--- src/rtl/uart_pkg.sv ---
// uart_pkg: shared types and sizing helpers for the UART receive/transmit blocks.
// Rev 1.0
`default_nettype none

package uart_pkg;

  typedef enum logic [1:0] {
    IDLE  = 2'd0,
    START = 2'd1,
    DATA  = 2'd2,
    STOP  = 2'd3
  } uart_rx_state_t;

  function automatic int num_words(input int W, input int BPW);
    return W / BPW;
  endfunction

  // Counter width able to hold 0..n-1, never narrower than one bit.
  function automatic int cnt_w(input int n);
    return (n <= 2) ? 1 : $clog2(n);
  endfunction

endpackage

`default_nettype wire

--- src/rtl/uart_baud_cnt.sv ---
// uart_baud_cnt: free-running modulo-CLOCKS_PER_PULSE counter with clear and wrap tick.
// Rev 1.0
`default_nettype none

module uart_baud_cnt import uart_pkg::*; #(
  parameter int CLOCKS_PER_PULSE = 20833,
  localparam int CW = cnt_w(CLOCKS_PER_PULSE)
) (
  input  logic          clk,
  input  logic          rstn,
  input  logic          i_clear,
  output logic [CW-1:0] o_cnt,
  output logic          o_tick
);

  logic [CW-1:0] r_cnt;

  assign o_tick = (r_cnt == CW'(CLOCKS_PER_PULSE - 1));
  assign o_cnt  = r_cnt;

  always_ff @(posedge clk or negedge rstn) begin
    if (!rstn) begin
      r_cnt <= '0;
    end else if (i_clear || o_tick) begin
      r_cnt <= '0;
    end else begin
      r_cnt <= r_cnt + 1'b1;
    end
  end

endmodule

`default_nettype wire

--- src/rtl/uart_rx.sv ---
// uart_rx: UART receiver assembling W_OUT/BITS_PER_WORD words into one m_data beat.
// Optional input synchroniser: define UART_RX_SYNC_EN. Rev 1.0
`default_nettype none

module uart_rx import uart_pkg::*; #(
  parameter int CLOCKS_PER_PULSE = 20833,
  parameter int BITS_PER_WORD    = 8,
  parameter int PACKET_SIZE      = 13,
  parameter int W_OUT            = 16
) (
  input  logic             clk,
  input  logic             rstn,
  input  logic             rx,
  output logic [W_OUT-1:0] m_data,
  output logic             m_valid,
  output logic             frame_err
);

  localparam int NUM_WORDS = num_words(W_OUT, BITS_PER_WORD);
  localparam int NUM_STOP  = PACKET_SIZE - BITS_PER_WORD - 1;
  localparam int CW        = cnt_w(CLOCKS_PER_PULSE);
  localparam int BW        = (cnt_w(BITS_PER_WORD) > cnt_w(NUM_STOP)) ?
                             cnt_w(BITS_PER_WORD) : cnt_w(NUM_STOP);
  localparam int WW        = cnt_w(NUM_WORDS);
  localparam int HALF      = CLOCKS_PER_PULSE / 2 - 1;

  logic w_rx_s;

`ifdef UART_RX_SYNC_EN
  logic [1:0] r_sync;

  always_ff @(posedge clk or negedge rstn) begin
    if (!rstn) begin
      r_sync <= 2'b11;
    end else begin
      r_sync <= {r_sync[0], rx};
    end
  end

  assign w_rx_s = r_sync[1];
`else
  assign w_rx_s = rx;
`endif

  uart_rx_state_t     r_state;
  logic               r_prev;
  logic [BW-1:0]      r_bit_cnt;
  logic [WW-1:0]      r_word_cnt;
  logic [BITS_PER_WORD-1:0] r_shift;
  logic [W_OUT-1:0]   r_asm;
  logic [W_OUT-1:0]   w_asm_next;
  logic [CW-1:0]      w_cnt;
  logic               w_tick;
  logic               w_half;
  logic               w_clear;

  assign w_half  = (w_cnt == CW'(HALF));
  // Hold the baud counter at zero while idle; re-phase it to mid-bit once the start bit is confirmed.
  assign w_clear = (r_state == IDLE) || ((r_state == START) && w_half);

  uart_baud_cnt #(
    .CLOCKS_PER_PULSE(CLOCKS_PER_PULSE)
  ) u_baud (
    .clk    (clk),
    .rstn   (rstn),
    .i_clear(w_clear),
    .o_cnt  (w_cnt),
    .o_tick (w_tick)
  );

  always_comb begin
    w_asm_next = r_asm;
    w_asm_next[r_word_cnt*BITS_PER_WORD +: BITS_PER_WORD] = r_shift;
  end

  always_ff @(posedge clk or negedge rstn) begin
    if (!rstn) begin
      r_state    <= IDLE;
      r_prev     <= 1'b1;
      r_bit_cnt  <= '0;
      r_word_cnt <= '0;
      r_shift    <= '0;
      r_asm      <= '0;
      m_data     <= '0;
      m_valid    <= 1'b0;
      frame_err  <= 1'b0;
    end else begin
      m_valid   <= 1'b0;
      frame_err <= 1'b0;
      r_prev    <= w_rx_s;
      case (r_state)
        IDLE: begin
          r_bit_cnt <= '0;
          if (!w_rx_s && r_prev) r_state <= START;
        end
        START: begin
          if (w_half) r_state <= w_rx_s ? IDLE : DATA;
        end
        DATA: begin
          if (w_tick) begin
            r_shift <= BITS_PER_WORD'({w_rx_s, r_shift} >> 1);
            if (r_bit_cnt == BW'(BITS_PER_WORD - 1)) begin
              r_bit_cnt <= '0;
              r_state   <= STOP;
            end else begin
              r_bit_cnt <= r_bit_cnt + 1'b1;
            end
          end
        end
        STOP: begin
          if (w_tick) begin
            if (!w_rx_s) begin
              frame_err  <= 1'b1;
              r_word_cnt <= '0;
              r_state    <= IDLE;
            end else if (r_bit_cnt == BW'(NUM_STOP - 1)) begin
              r_state <= IDLE;
              if (r_word_cnt == WW'(NUM_WORDS - 1)) begin
                m_data     <= w_asm_next;
                m_valid    <= 1'b1;
                r_word_cnt <= '0;
              end else begin
                r_asm      <= w_asm_next;
                r_word_cnt <= r_word_cnt + 1'b1;
              end
            end else begin
              r_bit_cnt <= r_bit_cnt + 1'b1;
            end
          end
        end
        default: r_state <= IDLE;
      endcase
    end
  end

endmodule

`default_nettype wire

--- config.mk ---
export PLATFORM = sky130hd
export DESIGN_NAME = uart_rx
export DESIGN_NICKNAME = d
export VERILOG_FILES = /design/src/rtl/uart_pkg.sv /design/src/rtl/uart_baud_cnt.sv /design/src/rtl/uart_rx.sv
export SDC_FILE = /design/constraint.sdc
export NUM_CORES = 1
export LEC_CHECK = 0
export BUFFER_PORTS_ARGS = -buffer_cell sky130_fd_sc_hd__buf_2
export CAP_MARGIN = 10
export CORE_MARGIN = 1
export CORE_UTILIZATION = 50
export DETAILED_ROUTE_END_ITERATION = 10
export PLACE_DENSITY = 0.69
export REMOVE_ABC_BUFFERS = 1
export SYNTH_ARGS = -nofsm -noshare
export SYNTH_HDL_FRONTEND = slang
export SYNTH_SLANG_ARGS = --single-unit
--- constraint.sdc ---
create_clock -name clk -period 5.7 [get_ports clk]
set_input_delay 0.285 -clock clk [delete_from_list [all_inputs] [get_ports clk]]
set_output_delay 0.285 -clock clk [all_outputs]
set_load 0.02 [all_outputs]
## Word level (Yosys, flattened, before mapping)

Index checks and enable logic that the tools add are counted.

| operators by class | value |
|---|---|
| bitwise logic cells | 1 |
| reductions and logical operators | 13 |
| mux-type cells | 28 |
| shift operators | 2 |
| add/sub/neg operators | 4 |
| eq/ne operators | 16 |

Operator list:

| kind | number |
|---|---|
| negation 4 -> 34 bit | 1 |
| variable shift 8 x 34 -> 16 bit (first input constant) | 1 |
| indexed part select 8 x 34 -> 16 bit | 1 |
| bitwise mux 16 bit | 1 |
| two-way mux 2 bit | 8 |
| adder 15 x 1 -> 15 bit (second input constant) | 1 |
| == test 15 x 14 -> 1 bit (second input constant) | 1 |
| == test 15 bit (second input constant) | 1 |
| two-way mux 15 bit | 1 |
| two-way mux 3 bit | 5 |
| AND reduction 5 bit | 3 |
| two-way mux 1 bit | 11 |
| one-hot mux 3 bit (3 select lines) | 1 |
| != test 2 x 1 -> 1 bit (second input constant) | 4 |
| != test 2 bit (second input constant) | 4 |
| one-hot mux 2 bit (4 select lines) | 1 |
| AND reduction 6 bit | 1 |
| == test 2 bit (second input constant) | 2 |
| adder 3 x 1 -> 3 bit (second input constant) | 1 |
| == test 3 x 2 -> 1 bit (second input constant) | 1 |
| == test 3 bit (second input constant) | 1 |
| != test 3 bit (second input constant) | 1 |
| AND reduction 3 bit | 1 |
| nonzero test 3 bit | 1 |
| other kinds (8) | 10 |

| word-level totals | value |
|---|---|
| bits in registers | 64 |

## Depth between registers and ports, before layout

Gate-level depths: netlist of the first run.

| depth | value |
|---|---|
| depth after elaboration | 5 |
| mapped depth | 8 |
| depth with buffers taken out | 6 |

## Hierarchy

From an unflattened synthesis of the first run, not the netlist that was laid out.

| second synthesis, totals | value |
|---|---|
| cell total of the unflattened synthesis | 194 |
| area total of the unflattened synthesis | 2516.2 sq um |

Modules (own cells, without submodules):

| module | cells an instance | area an instance (sq um) | seq. area each (sq um) | times used |
|---|---|---|---|---|
| uart_rx | 114 | 1716.6 | 1027.2 | 1 |
| uart_baud_cnt | 80 | 799.5 | 375.4 | 1 |

## Least setup slack after synthesis of the first run

No wires, ideal clock.

| path | value |
|---|---|
| path kind | reg-to-reg |
| from | register u_baud.r_cnt[4] (netlist: u_baud.o_cnt[4]) |
| to | register r_shift[7] |
| data arrival time | 2276 ps |
| path buffers | 1 |
| cell stages (with the launch flop) | 6 |
| data required time | 5575 ps |
| slack | 3299 ps |
| library setup time | 125 ps |
| cells stage by stage | dfrtp_1 > or4b_1 > or4_1 > buf_6 > nor3_4 > mux2_2 |

| on the way | value |
|---|---|
| longest elaborated chain between the ends | 2 |

Ends and longest elaborated chain:

| what | RTL line | RTL |
|---|---|---|
| from (decl) | uart_baud_cnt.sv:16 | `logic [CW-1:0] r_cnt;` |
| from (signal assigned) | uart_baud_cnt.sv:27 | `r_cnt <= r_cnt + 1'b1;` |
| == test 15 bit | uart_baud_cnt.sv:18 | `assign o_tick = (r_cnt == CW'(CLOCKS_PER_PULSE - 1));` |
| AND reduction 2 bit (no source line) | n/a |  |
| to (signal assigned) | uart_rx.sv:101 | `r_shift <= BITS_PER_WORD'({w_rx_s, r_shift} >> 1);` |
| to (decl) | uart_rx.sv:49 | `logic [BITS_PER_WORD-1:0] r_shift;` |

Every way passes these cells.
A chain may end at the register's enable or synchronous reset.

## Worst setup path after layout of the first run

| path | value |
|---|---|
| from | register u_baud.r_cnt[4] (netlist: u_baud.o_cnt[4]) |
| to | register r_shift[5] |

The elaborated chain is that of the path after synthesis.

==> results of run 1 <==
## layout make-up
type	count	area, sq um	area share (%)
Sequential cell	56	1403	50.50
Multi-Input combinational cell	129	1050	37.79
Timing Repair Buffer	22	115.1	4.144
Tap cell	67	83.83	3.018
Clock buffer	6	72.57	2.613
Inverter	10	37.54	1.351
Clock inverter	2	16.27	0.5856
## power by group through the flow
stage               Combinational [mW]  Sequential, mW  Clock, mW
detailed placement              0.0302           0.419          0
global placement                0.0292           0.419          0
finish                          0.0303           0.411      0.213
CTS                             0.0304           0.411      0.223
floorplan                       0.0162           0.417          0
global route                    0.0349           0.412      0.239
## worst reg2reg max path: cells and delay by family (launching register included)
family           cells  cell delay (ns)
AND/OR/NAND/NOR      3             1.96
flip-flops           1             0.44
multiplexers         1             0.39
## logic make-up (layout without fill, tap and decap cells)
group	Yosys count	count (layout)
compound gates	13	13
xor+xnor	13	13
fa+ha+maj	6	6
buf+inv	16	40
flops	56	56
mux	33	33
simple gates	64	64
## worst max-delay path by stage
stage / end / cells after the start
after floorplan: r_shift[7] / 4
after global placement: r_shift[0] / 4
after detailed placement: r_shift[2] / 4
after CTS: r_shift[5] / 4
after global routing: r_shift[2] / 4
final: r_shift[5] / 4
## synth_stat cells (all sizes together) (2+ instances only)
library cell | number | share of area, %
and2 | 2 | 0.49
and3 | 2 | 0.49
buf | 4 | 1.5
clkbuf | 2 | 0.30
dfrtp | 55 | 54
ha | 6 | 3.0
inv | 10 | 1.5
mux2 | 33 | 15
nand2 | 5 | 0.74
nand3 | 7 | 1.4
nand4 | 5 | 1.2
nor2 | 21 | 4.0
nor2b | 2 | 0.49
nor3 | 8 | 2.0
nor4 | 4 | 0.99
o21ai | 2 | 0.39
or4b | 2 | 0.79
xnor2 | 11 | 3.8
xor2 | 2 | 0.69
## layer usage
layer	up-vias	part of all wire, %	track usage, %
li1	751	-	-
met1	766	51	26.73
met2	39	43	23.56
met3	6	5.3	4.972
met4	0	1.2	5.882
met5	-	0	0
## cells in the final DEF (no fill, tap or decap), types with 2 or more instances in the layout
master and count:
xor2_1 2, buf_2 20, nor2b_1 2, nor2_1 19, clkbuf_8 5, mux2_2 33, nand2_1 5, dfrtp_1 55
or4b_1 2, o21ai_0 2, and2_1 2, inv_1 10, ha_1 6, nor3_1 7, nand3_1 7, buf_4 2
and3_1 2, nand4_1 5, nor4_1 4, xnor2_1 11
## state kept, by name, summed over array words and instances (netlist names), named ones only
register      cells
r_shift           8
r_state           1
u_baud.o_cnt     15
r_asm             8
frame_err         1
r_prev            1
r_word_cnt        1
m_data           16
r_bit_cnt         3
m_valid           1
==> impl_metrics.tcl, run 1 <==
set metrics [dict create \
    run_status "complete, no violations" \
    reg2reg_to "r_shift[5]" \
    ant_nets 0 \
    crit_path_max_incr_delay_ns 0.92 \
    drcViolationCount 0 \
    worst_slew_pin_slew_ns 0.7897 \
    seq_power_share_pct 62.8 \
    root_buffer "clkbuf_8" \
    ys_ff_latch 56 \
    synth_ff_type "dfrtp_1" \
    cts_tree "built" \
    cts_setup_buffers 0 \
    drv_cap 0 \
    synth_top_family_by_area "simple AND/OR/NAND/NOR gates" \
    port_buffers 20 \
    synth_compound_area_share_pct 4.637 \
    ios 21 \
    instances_no_fill 292 \
    grt_max_degree 57 \
    htreeDepth 2 \
    syn_area_sq_um 2536 \
    die_area_sq_um 5361 \
    drt_first_iter_violations 120 \
    p_int_mw 0.5000 \
    postPlaceCellArea_sq_um 2681 \
    power_mw 0.6541 \
    diodes 0 \
    drv_slew 0 \
    cts_resized 0 \
    cts_buffer_depth 2 \
    setup_viol 0 \
    clk_pin_slew_ns 0.10 \
    synth_edf_count 0 \
    synthMuxAreaShare_pct 14.65 \
    synth-adder-area-share_pct 2.960 \
    swShare_pct 23.57 \
    setup.worst_path.start "u_baud.o_cnt[4]" \
    gp_congestion 0.8246 \
    slew-limit-headroom_pct 47.35 \
    rows 25 \
    synth_cells 201 \
    path_delay_family "simple AND/OR/NAND/NOR gates" \
    crit_path_end_kind "flip-flop" \
    crit_arrival_ns 3.08 \
    final.period_utilization_pct 50.70 \
    path_buf_inv 0 \
    critPathKind "reg2reg" \
    preCtsSetupSlack_ns 2.820 \
    hpwl_mm 2.714 \
    p_leak_nw 1.347 \
    yosysSeqAreaShare_pct 55.30 \
    fillers 402 \
    combPwrFrac_pct 4.6 \
    dr.pass1.iters 5 \
    clockPowerShare_pct 32.6 \
    grt_pass1_wl_mm 7.003 \
    coreArea_sq_um 4817 \
    final_layout_size_suffix_gt1_share_pct 30.22 \
    setup_slack_ns 2.810 \
    fmax_ghz 0.3461 \
    antenna_found_initial 0 \
    fin_skew_ns 0.007751 \
    grt_pass1_vias 1428 \
    cts-hold-fix-buffers 0 \
    rr_worst_depth 4 \
    ir_drop_mv 0.1730 \
    die_h_um 73.22 \
    synth-simple-area-share_pct 14.65 \
    cp-start-kind "flip-flop" \
    start_util_pct 52.65 \
    fin_setup_tns_ns 0 \
    wl_per_cell_um 13.66 \
    nets 233 \
    yosysUniqueCellTypes 41 \
    num_vias 1562 \
    hold_slack_ns 0.07878 \
    rsz0062_at_grt "no" \
    period_minus_slack_ns 2.890 \
    crit_fanout 16 \
    cts.sinks 56 \
    grt-ovfl-total 0 \
    fin_area_sq_um 2778 \
    finish.utilization_pct 57.66 \
    async_flop_share_pct 100.0 \
    numCtsBuffers 5 \
    wirelength_mm 3.990 \
    slowest_stage "or4_1" \
    required_ns 5.89 \
    placed_cells 283 \
    rr_startpoint "u_baud.o_cnt[4]" \
    worstPathCellList "or4b_1 -> or4_1 -> nor3_4 -> mux2_2" \
    post_drt_via_cell_ratio 5.349 \
    p_switching_mw 0.1542 \
    synthXorXnorAreaFrac_pct 4.489 \
    die_w_um 73.22 \
    ff2ff_setup_slack_ns 2.81 \
    yosysWarnings 0 \
    hp-class "in2async" \
    final-hold-violation-count 0 \
    syn_avg_cell_area_sq_um 12.62 \
    clkLatencyLatePin_ns 0.31 \
    grtUsageTotal_pct 17.47 \
    cellPowerDensity_nw_per_um2 235.5 \
    areaGrowthSynthToFinish_pct 9.521 \
]
Note: power is estimated with default switching activity, not from simulation.
==> run 2, diff against run 1 <==
clock period = 2.8 ns   (was 5.7 ns; I/O delays follow)
==> run 2 against run 1 <==
The run now ends with hold timing left. Maximum frequency rose by 9.5%. Global-route usage up 0.36 points. Core utilization increased by 0.39 points. Die area unchanged. Largest power group unchanged. Via count rose by 1.3%. Hold slack got worse by 0.12 ns. Design area rose by 0.68%.
==> impl_metrics.tcl, run 2 (same netlist as run 1, synthesis figures left out) <==
set metrics [dict create \
    run_status "complete, but fails checks" \
    failed_checks "hold timing" \
    numCtsBuffers 5 \
    coreArea_sq_um 4817 \
    p_leak_nw 1.359 \
    grt_pass1_vias 1483 \
    regMostFlops "m_data" \
    period_minus_slack_ns 2.640 \
    cts.sinks 56 \
    largest_reg_flops 16 \
    rr_worst_depth 4 \
    fmax_ghz 0.3788 \
    nets 235 \
    ff2ff_setup_slack_ns 0.16 \
    hpwl_mm 2.793 \
    seq_area_sq_um 1403 \
    drv_slew 0 \
    rows 25 \
    die_w_um 73.22 \
    ir_drop_mv 0.2978 \
    start_util_pct 52.65 \
    hold_slack_ns -0.04197 \
    wl_per_cell_um 14.21 \
    die_h_um 73.22 \
    cts_resized 0 \
    die_area_sq_um 5361 \
    drcViolationCount 0 \
    hp-class "in2async" \
    layout_common_cells "55 x dfrtp_1, 33 x mux2_2, 20 x buf_2" \
    cp-start-kind "flip-flop" \
    final.period_utilization_pct 94.28 \
    reg2reg_to "r_shift[7]" \
    antenna_found_initial 0 \
    finish.utilization_pct 58.05 \
    crit_path_end_kind "flip-flop" \
    cts_setup_buffers 0 \
    cts_buffer_depth 2 \
    final-hold-violation-count 42 \
    clk_pin_slew_ns 0.10 \
    drv_cap 0 \
    port_buffers 20 \
    critPathKind "reg2reg" \
    rr_startpoint "u_baud.o_cnt[4]" \
    wirelength_mm 4.179 \
    gp_congestion 0.8232 \
    drt_first_iter_violations 86 \
    cts_tree "built" \
    areaGrowthSynthToFinish_pct 10.26 \
    htreeDepth 2 \
    root_buffer "clkbuf_8" \
    worst_slew_pin_slew_ns 0.9460 \
    diodes 0 \
    grt_max_degree 45 \
    layout_commonest_cell "dfrtp_1" \
    final_layout_size_suffix_gt1_share_pct 30.84 \
    fillers 415 \
    dr.pass1.iters 4 \
    fin_skew_ns 0.005659 \
    crit_arrival_ns 2.84 \
    clkLatencyLatePin_ns 0.31 \
    crit_fanout 8 \
    required_ns 3.00 \
    fin_setup_tns_ns 0 \
    grt-ovfl-total 0 \
    rsz0062_at_grt "no" \
    post_drt_via_cell_ratio 5.384 \
    ant_nets 0 \
    num_vias 1583 \
    grtUsageTotal_pct 17.83 \
    ios 21 \
    cellPowerDensity_nw_per_um2 482.5 \
    setup_viol 0 \
    slew-limit-headroom_pct 36.94 \
    multi_input_area_sq_um 1050 \
    grt_pass1_wl_mm 7.065 \
]
==> run 2: cell types whose count changed in the layout (fill, tap and decap cells not counted) <==
cell,before,now
clkbuf_1,1,0
buf_4,2,3
dlygate4sd3_1,0,1
clkinv_2,0,1
clkinv_4,1,0
inv_6,0,1
==> run 2: per-stage QoR <==
stage / cell area [sq um] / hold slack [ns] / setup slack, ns / power (mW) / instances
after floorplan: 2490 / -0.1556 / 0.1270 / 0.8819 / 195
after global placement: 2696 / 0.3219 / 0.2155 / 0.9140 / 285
after detailed placement: 2696 / 0.3182 / 0.1668 / 0.9160 / 285
after CTS: 2796 / 0.005310 / 0.1364 / 1.360 / 294
after global routing: 2796 / 0.05331 / 0.04120 / 1.406 / 294
final: 2796 / -0.04197 / 0.1603 / 1.349 / 294
==> run 2: final cells by class <==
class	instances	share of cell area [%]
timing repair buffer	24	4.743
multi-input combinational	129	37.54
sequential	56	50.16
inverter	10	1.342
tap	67	2.998
clock inverter	3	0.7606
clock buffer	5	2.461
==> run 2: worst max-delay path, stage by stage, from the launching register on <==
cell and delay, ns:
dfrtp_1 0.43, or4b_1 0.57, or4_1 0.74, nor3_4 0.40
mux2_2 0.39
==> run 2: worst max path at each step <==
stage | endpoint | slack, ns | from | cells after the start
6_report | r_shift[7] | 0.16 | u_baud.o_cnt[4] | 4
2_1_floorplan | r_shift[7] | 0.13 | u_baud.o_cnt[4] | 4
3_3_place_gp | r_shift[2] | 0.22 | u_baud.o_cnt[4] | 4
3_5_place_dp | r_shift[5] | 0.17 | u_baud.o_cnt[4] | 4
4_1_cts | r_shift[7] | 0.14 | u_baud.o_cnt[4] | 4
5_1_grt | r_shift[7] | 0.04 | u_baud.o_cnt[4] | 4
==> run 2: per-layer routing <==
layer / track usage [%] / part of all wire (%) / vias to the layer above
met5: 0 / 0 / -
met1: 25.93 / 50 / 799
met3: 3.315 / 2.8 / 8
met4: 7.843 / 1.5 / 0
li1: - / - / 757
met2: 26.03 / 46 / 19
==> run 2: what timing repair did <==
item                                    4_1_cts  5_1_grt
hold buffers                                  1        0
endpoints found under the hold margin         1        0
endpoints found under the setup margin        0        0
==> run 2: report_power, final <==
part,internal (mW),total (mW),switching [mW]
sequential,0.820,0.837,0.0167
combinational,0.0204,0.0623,0.0420
clock,0.178,0.450,0.272
total,1.02,1.35,0.331
==> run 3, diff against run 2 <==
clock period = 3.34 ns   (was 2.8 ns; I/O delays follow)
==> run 3 against run 2 <==
The flow now finishes without violations. Global-route usage fell by 0.067 points. Final cell count down 0.34%. Non-clock buffer count decreased by 1. Design area grew 0.49%. Clock-buffer cell count is 1 higher. Core utilization rose by 0.29 points. Critical path depth did not move. Largest cell class unchanged. Largest power group unchanged.
==> impl_metrics.tcl, run 3 (same netlist as run 1, synthesis figures left out) <==
set metrics [dict create \
    run_status "complete, no violations" \
    coreArea_sq_um 4817 \
    clockPowerShare_pct 36.9 \
    clk_pin_slew_ns 0.10 \
    grtUsageMet3_pct 3.315 \
    num_vias 1536 \
    instances_no_fill 293 \
    wl_per_cell_um 14.13 \
    cts_buffer_depth 2 \
    post_drt_via_cell_ratio 5.242 \
    crit_path_end_kind "flip-flop" \
    ff2ff_setup_slack_ns 0.45 \
    port_buffers 20 \
    combPwrFrac_pct 4.4 \
    grt_max_degree 33 \
    layout_commonest_cell "dfrtp_1" \
    rr_startpoint "u_baud.o_cnt[4]" \
    rr_worst_depth 4 \
    final_layout_size_suffix_gt1_share_pct 30.09 \
    drcViolationCount 0 \
    seq_power_share_pct 58.7 \
    hp-class "in2reg" \
    diodes 0 \
    use_met2_pct 25.00 \
    p_switching_mw 0.2642 \
    reg2reg_to "r_shift[7]" \
    cp-start-kind "flip-flop" \
    drv_slew 0 \
    rows 25 \
    antenna_found_initial 0 \
    gp_congestion 0.8231 \
    fmax_ghz 0.3462 \
    swShare_pct 22.10 \
    slew-limit-headroom_pct 46.76 \
    final.period_utilization_pct 86.49 \
    final-hold-violation-count 0 \
    layout_common_cells "55 x dfrtp_1, 33 x mux2_2, 20 x buf_2" \
    drv_cap 0 \
    root_buffer "clkbuf_8" \
    crit_arrival_ns 3.08 \
    ios 21 \
    setup.worst_path.start "u_baud.o_cnt[4]" \
    nets 234 \
    p_int_mw 0.9312 \
    cts.sinks 56 \
    postPlaceCellArea_sq_um 2689 \
    crit_fanout 16 \
    power_mw 1.195 \
    cts_tree "built" \
    crit_path_end "r_shift[7]" \
    start_util_pct 52.65 \
    placed_cells 284 \
    cts_setup_buffers 0 \
    period_minus_slack_ns 2.889 \
    htreeDepth 2 \
    die_area_sq_um 5361 \
    hpwl_mm 2.884 \
    fin_skew_ns 0.008233 \
    p_leak_nw 1.366 \
    grt.busiest_layer "met1" \
    fin_area_sq_um 2810 \
    setup_viol 0 \
    die_w_um 73.22 \
    grt-ovfl-total 0 \
    ant_nets 0 \
    die_h_um 73.22 \
    fin_setup_tns_ns 0 \
    numCtsBuffers 5 \
    regMostFlops "m_data" \
    required_ns 3.53 \
    met1_usage_pct 27.40 \
    worst_slew_pin_slew_ns 0.7986 \
    fillers 407 \
    wirelength_mm 4.141 \
    finish.utilization_pct 58.34 \
    grt_pass1_wl_mm 7.265 \
    critPathKind "reg2reg" \
    rsz0062_at_grt "no" \
    largest_reg_flops 16 \
    ir_drop_mv 0.2636 \
    clkLatencyLatePin_ns 0.31 \
    drt_first_iter_violations 108 \
    grtUsageTotal_pct 17.77 \
    grt_pass1_vias 1497 \
    cellPowerDensity_nw_per_um2 425.4 \
    dr.pass1.iters 4 \
    areaGrowthSynthToFinish_pct 10.80 \
]
==> run 3: cell types whose count changed in the layout (fill, tap and decap cells not counted), sizes merged <==
| cell | change |
|---|---|
| bufinv | +1 |
| clkinvlp | -1 |
| clkbuf | +1 |
| buf | -1 |
| clkinv | -1 |
==> run 3: worst max-delay path, cell delays in order, from the launching register on <==
cell and delay, ns:
dfrtp_1 0.43, or4b_1 0.58, or4_1 0.92, nor3_4 0.46
mux2_2 0.38
==> run 3: how the worst min path moves through the flow <==
| stage | start | end | slack [ns] | cells after the start |
|---|---|---|---|---|
| floorplan | rstn | async pin | -0.13 | 0 |
| finish | rx | r_prev | 0.03 | 1 |
| global placement | rstn | r_bit_cnt[1] | 0.19 | 1 |
| detailed placement | rstn | r_bit_cnt[1] | 0.19 | 1 |
| global route | rx | r_prev | 0.02 | 1 |
| CTS | rx | r_prev | 0.02 | 1 |
==> run 3: per-layer routing <==
metal | up-vias | routed length [um]
met5 | - | 0
met4 | 0 | 57
met3 | 7 | 124
met2 | 26 | 1791
met1 | 745 | 2168
li1 | 758 | -
==> run 3: area by class of cell <==
type,count,area [sq um],share of cell area [%]
sequential,56,1403,49.91
multi-input combinational,129,1050,37.36
timing repair buffer,23,125.1,4.452
tap,67,83.83,2.983
clock buffer,6,72.57,2.582
clock inverter,2,38.79,1.380
inverter,10,37.54,1.336
==> run 3: timing repair <==
action,4_1_cts,5_1_grt
resized for setup,0,0
hold buffers,1,0
endpoints found under the hold margin,23,0
==> run 3: power groups by stage <==
| stage | Clock [mW] | Combinational [mW] | Sequential [mW] |
|---|---|---|---|
| 2_1_floorplan | 0 | 0.0276 | 0.712 |
| 3_3_place_gp | 0 | 0.0517 | 0.714 |
| 3_5_place_dp | 0 | 0.0527 | 0.715 |
| 4_1_cts | 0.454 | 0.0543 | 0.701 |
| 5_1_grt | 0.486 | 0.0635 | 0.704 |
| 6_report | 0.442 | 0.0523 | 0.701 |
==> run 3: through the flow <==
stage	setup slack, ns	hold slack [ns]
CTS	0.4450	0.02310
finish	0.4511	0.03416
detailed placement	0.4605	0.1948
global route	0.2848	0.02347
global placement	0.5266	0.1931
floorplan	0.6670	-0.1286
